===== src/rtl/uart_tx_callee.sv =====
// Callee for the start/idle/valid call protocol.
// Sends one byte per call as a UART 8N1 frame on tx and pulses __valid after the stop bit.
module uart_tx_callee #(
  parameter int CLKS_PER_BIT = 104
) (
  input  logic       __clk,
  input  logic       __reset,
  input  logic [7:0] __p_c,
  input  logic       __start,
  output logic       __idle,
  output logic       __valid,
  output logic       tx
);

  generate
    if (CLKS_PER_BIT < 2) begin : g_bad_cpb
      $error("uart_tx_callee: CLKS_PER_BIT must be 2 or greater");
    end
  endgenerate

  localparam int BW = (CLKS_PER_BIT > 2) ? $clog2(CLKS_PER_BIT) : 1;
  localparam logic [BW-1:0] BAUD_LAST = BW'(CLKS_PER_BIT - 1);
  localparam logic [BW-1:0] BAUD_ONE  = BW'(1);

  typedef enum logic [1:0] {IDLE, START, DATA, STOP} state_t;

  state_t          state_reg, state_next;
  logic [BW-1:0]   baud_reg, baud_next;
  logic [2:0]      bit_reg, bit_next;
  logic [7:0]      shreg_reg, shreg_next;
  logic            tx_reg, tx_next;
  logic            idle_reg, idle_next;
  logic            valid_reg, valid_next;
  logic            baud_wrap;

  assign baud_wrap = (baud_reg == BAUD_LAST);

  always_comb begin
    state_next = state_reg;
    baud_next  = baud_reg;
    bit_next   = bit_reg;
    shreg_next = shreg_reg;
    tx_next    = tx_reg;
    idle_next  = idle_reg;
    valid_next = 1'b0;

    case (state_reg)
      IDLE: begin
        tx_next   = 1'b1;
        idle_next = 1'b1;
        baud_next = '0;
        bit_next  = 3'd0;
        if (__start && idle_reg) begin
          state_next = START;
          shreg_next = __p_c;
          tx_next    = 1'b0;
          idle_next  = 1'b0;
        end
      end
      START: begin
        baud_next = baud_wrap ? '0 : baud_reg + BAUD_ONE;
        if (baud_wrap) begin
          state_next = DATA;
          tx_next    = shreg_reg[0];
        end
      end
      DATA: begin
        baud_next = baud_wrap ? '0 : baud_reg + BAUD_ONE;
        if (baud_wrap) begin
          if (bit_reg == 3'd7) begin
            state_next = STOP;
            bit_next   = 3'd0;
            tx_next    = 1'b1;
          end else begin
            // next data bit is already sitting at shreg[1] before the shift lands
            bit_next   = bit_reg + 3'd1;
            shreg_next = {1'b0, shreg_reg[7:1]};
            tx_next    = shreg_reg[1];
          end
        end
      end
      STOP: begin
        baud_next = baud_wrap ? '0 : baud_reg + BAUD_ONE;
        if (baud_wrap) begin
          state_next = IDLE;
          idle_next  = 1'b1;
          valid_next = 1'b1;
          tx_next    = 1'b1;
        end
      end
      default: begin
        state_next = IDLE;
        idle_next  = 1'b1;
        tx_next    = 1'b1;
      end
    endcase
  end

  always_ff @(posedge __clk) begin
    if (__reset) begin
      state_reg <= IDLE;
      baud_reg  <= '0;
      bit_reg   <= 3'd0;
      shreg_reg <= 8'd0;
      tx_reg    <= 1'b1;
      idle_reg  <= 1'b1;
      valid_reg <= 1'b0;
    end else begin
      state_reg <= state_next;
      baud_reg  <= baud_next;
      bit_reg   <= bit_next;
      shreg_reg <= shreg_next;
      tx_reg    <= tx_next;
      idle_reg  <= idle_next;
      valid_reg <= valid_next;
    end
  end

  assign tx      = tx_reg;
  assign __idle  = idle_reg;
  assign __valid = valid_reg;

endmodule


===== config.mk =====
export PLATFORM = sky130hd
export DESIGN_NAME = uart_tx_callee
export DESIGN_NICKNAME = d
export VERILOG_FILES = /design/src/rtl/uart_tx_callee.sv
export SDC_FILE = /design/constraint.sdc
export NUM_CORES = 1
export LEC_CHECK = 0
export BUFFER_PORTS_ARGS = -buffer_cell sky130_fd_sc_hd__buf_2
export CAP_MARGIN = 20
export CORE_MARGIN = 4
export CORE_UTILIZATION = 31
export CTS_CLUSTER_SIZE = 8
export DETAILED_ROUTE_END_ITERATION = 8
export PLACE_DENSITY_LB_ADDON = 0.15
export SYNTH_ARGS = -nofsm -noshare
export SYNTH_HDL_FRONTEND = slang
export SYNTH_SLANG_ARGS = --single-unit

===== constraint.sdc =====
create_clock -name __clk -period 3.9 [get_ports __clk]
set_clock_uncertainty 0.05 [all_clocks]
set_input_delay 0.585 -clock __clk [delete_from_list [all_inputs] [get_ports __clk]]
set_output_delay 0.585 -clock __clk [all_outputs]
set_load 0.03 [all_outputs]

[Yosys cells after proc, flatten, opt, wreduce, memory -nomap -nowiden]
Cells that the tools add are included.
Word-level totals
  register bits after elaboration: 23
  input bits: 11
  output and inout port bits: 3
  word-level logic and storage cells: 55
Operators by class
  add/sub/neg operators: 2
  equality and inequality tests: 11
  multiplexer cells: 23
  bitwise operators: 1
  reductions and logical operators: 11
Operators with widths (count)
  8-bit 2-to-1 mux: 3
  8-bit one-hot mux with 2 select lines: 1
  7-bit one-hot mux with 2 select lines: 1
  2-bit inequality test (second input constant): 6
  2-bit 2-to-1 mux: 5
  2-bit one-hot mux with 4 select lines: 1
  7-bit by 1-bit adder with 7-bit output (second input constant): 1
  7-bit equality test (second input constant): 1
  7-bit 2-to-1 mux: 1
  1-bit 2-to-1 mux: 6
  3-bit 2-to-1 mux: 2
  3-bit one-hot mux with 2 select lines: 1
  5-bit AND reduction: 1
  2-bit equality test (second input constant): 2
  1-bit one-hot mux with 4 select lines: 1
  2-bit AND reduction: 2
  4-bit AND reduction: 1
  2-bit nonzero test: 2
  3-bit by 1-bit adder with 3-bit output (second input constant): 1
  3-bit equality test (second input constant): 1
  3-bit AND reduction: 1
  3-bit OR reduction: 1
  2-bit by 1-bit equality test with 1-bit output (second input constant): 1
  2-bit logical NOT: 1
  other kinds (4): 4

[Logic depth before layout (Yosys ltp)]
  depth after elaboration: 4
  mapped depth: 7
  depth with buffers taken out: 6

[Worst setup path after synthesis]
No wires, ideal clock.
  kind: reg-to-reg
  from: register state_reg[0]
  to: register shreg_reg[1]
  setup time: 119 ps
  data arrival time: 1635 ps
  data required time: 3731 ps
  path slack: 2097 ps
  cell stages (with the launch flop): 8
  path buffers: 2
  clock period less this slack: 1803 ps
  cells stage by stage: dfxtp_1 > inv_1 > ha_1 > buf_2 > a21boi_0 > or3_1 > buf_2 > o221a_1
Between the ends
  word-level cells in the longest chain between the ends: 3
  elaborated cells between the ends (all ways): 8
  those cells by class: eq/ne: 4; mux: 1; reduce/logical: 3
Ends and longest elaborated chain
  start: declaration: line 27  | state_t state_reg, state_next;
  start signal: assignment: line 109  | state_reg <= state_next;
  2-bit equality test or 2-bit logical NOT (tied branches): line 47  | case (state_reg)
  2-bit inequality test (no line) or 2-bit nonzero test (tied branches)
  4-bit AND reduction (no line)
  end signal: assignment: line 112  | shreg_reg <= shreg_next;
  end: declaration: line 30  | logic [7:0] shreg_reg, shreg_next;
Several ways; a longest one is shown, not always the timed one.
A chain may end at the register's enable or synchronous reset.

[Final worst setup path]
  from: register state_reg[1]
  to: register shreg_reg[4]
The elaborated chain is that of the path after synthesis.

==> metrics.yaml <==
first_pass_iters: 4
postPlaceCellArea_um2: 1240
worstPathCellList: "inv_1 -> ha_1 -> a21boi_0 -> or3_1 -> o221a_1"
p_leak_uw: 0.000515
required_ns: 4.05
post_cts_resized: 0
fmax_ghz: 0.491
dpl_worst_slack_ns: 1.89
maxCapViolations: 0
hold_buffers: 0
clock_path_buffers: 2
worst_skew_pair.late_latency_ns: 0.26
die_height_um: 68.6
via_per_inst: 5.13
avgSynthCellArea_um2: 9.11
drive_gt1_share_pct: 14.5
relSlewSlack_pct: 59.0
drt_iter0_drc: 52
portBuffers: 13
setup_viol: 0
drt-wirelength-per-cell_um: 12.7
cts_setup_buffers: 0
cpMaxStageDelayCell: "a21boi_0"
pin_count: 14
drc: 0
vias: 944
grt_pass1_wl_um: 3860
finalMaxSlewViolations: 0
hpwl_um: 1750
cp.arrival_ns: 2.19
hold-worst-slack_ns: 0.403
final_area_um2: 1290
timing.rr.start: "state_reg[1]"
crit_start: "state_reg[1]"
synth_edf_count: 0
clock_sinks: 23
synth_seq_area_share_pct: 40.4
hold_violations: 0
antenna_found_initial: 0
syn_area_um2: 1140
r2r_cells: 5
clk_pin_slew_ns: 0.08
grt_overflow: 0
tightestPinTransition_ns: 0.609
period_share_pct: 52.3
synthArstFlopShare_pct: 0
setup-tns-final_ns: 0
synth_seq_cells: 23
fp.coreArea_um2: 3440
grt_pass1_vias: 858
ys.warnings.count: 0
peakVddDrop_uv: 152
initial_core_util_pct: 33.1
die_w_um: 68.6
status: "completed"
r2r_end: "shreg_reg[4]"
cp-endpoint: "shreg_reg[4]"
rsz0062_at_grt: "no"
area_growth_pct: 13.2
cts_root_buffer: "clkbuf_8"
nNetsFinal: 158
cts_buffers: 3
grt_use_total_pct: 10.9
worstSetupStartpointType: "register"
slowest_delay_ns: 0.56
period_needed_ns: 2.04
cts_tree: "yes"
hold_path_class: "reg -> reg"
synthesis.nets: 144
detail-route-antenna-nets: 0
largest_reg_flops: 8
fp-row-count: 21
crit_type: "reg -> reg"
diodes: 0
synthFlopType: "dfxtp_1"
finish.utilization_pct: 37.4
p_per_area_nw_per_um2: 556
cts_max_level: 1
die_area_um2: 4710
worstSetupEndpointType: "register"
rrSetupSlack_ns: 1.86
critPathMaxFanout: 9
layout_setup_ws_ns: 1.86
gp_congestion: 0.831
grt_max_degree: 21
drt_wl_total_um: 2340
ys_types: 37
netlist_instances: 125
[cells by family after synthesis]
kind of cell / count (synthesis) / synth area share [%]
xor+xnor: 5 / 3.85
buf+inv: 10 / 3.52
fa+ha+maj: 8 / 8.79
flops: 23 / 40.4
simple gates: 53 / 23.1
mux: 1 / 0.879
compound gates: 25 / 19.5
[synthesized netlist by cell type, types with 2 or more instances]
cell	number	area [um^2]
and3_1	3	18.8
buf_2	2	10.0
clkbuf_1	2	7.51
dfxtp_1	23	460
ha_1	8	100
inv_1	6	22.5
nand2_1	7	26.3
nand3_1	6	30.0
nor2_1	26	97.6
nor3_1	2	10.0
nor3b_1	2	15.0
o21ai_0	3	15.0
o221a_1	7	78.8
o32ai_1	2	17.5
xnor2_1	3	26.3
xor2_1	2	17.5
[worst max-delay path: cells and delay by family (launching register included)]
| kind | cells | cell delay, ns |
|---|---|---|
| adders and majority gates | 1 | 0.36 |
| DFF | 1 | 0.34 |
| AOI/OAI and AO/OA | 2 | 0.78 |
| buffers and inverters | 1 | 0.11 |
| and+or+nand+nor | 1 | 0.35 |
[stage by stage]
step	total power [uW]	instances
after floorplan	511	125
after global routing	774	184
after detailed placement	576	180
after CTS	725	184
final	716	184
after global placement	575	180
[routing by layer]
layer	vias up	GRT usage, %	wire length, um
li1	479	-	-
met1	444	13.6	1130
met2	19	18.0	1060
met3	2	3.40	131
met4	0	2.98	18
met5	-	0	0
[worst min path at each step]
| stage | start | slack [ns] | depth (start not counted) | endpoint |
|---|---|---|---|---|
| 4_1_cts | baud_reg[0] | 0.41 | 1 | baud_reg[0] |
| 5_1_grt | bit_reg[1] | 0.44 | 2 | bit_reg[1] |
| 2_1_floorplan | baud_reg[0] | 0.37 | 1 | baud_reg[0] |
| 3_3_place_gp | baud_reg[0] | 0.38 | 1 | baud_reg[0] |
| 3_5_place_dp | baud_reg[0] | 0.39 | 1 | baud_reg[0] |
| 6_report | baud_reg[0] | 0.40 | 1 | baud_reg[0] |
[where the power goes]
group | internal (uW) | switching [uW]
Sequential | 281 | 32.1
Clock | 72.7 | 69.9
Combinational | 101 | 159
[cell type report]
| class | count | area, um^2 |
|---|---|---|
| Fill cell | 366 | 2150 |
| Multi-Input combinational cell | 92 | 638 |
| Sequential cell | 23 | 460 |
| Timing Repair Buffer | 13 | 65.1 |
| Tap cell | 46 | 57.6 |
| Clock buffer | 4 | 45.0 |
| Inverter | 6 | 22.5 |
[cells in the final DEF, fill, tap and decap left out, types with 2 or more instances in the layout]
cell type / instances
and3_1: 3
buf_2: 13
clkbuf_8: 3
dfxtp_1: 23
ha_1: 8
inv_1: 6
nand2_1: 7
nand3_1: 6
nor2_1: 26
nor3_1: 2
nor3b_1: 2
o21ai_0: 3
o221a_1: 7
o32ai_1: 2
xnor2_1: 3
xor2_1: 2
Power figures use the tool's default switching activity.
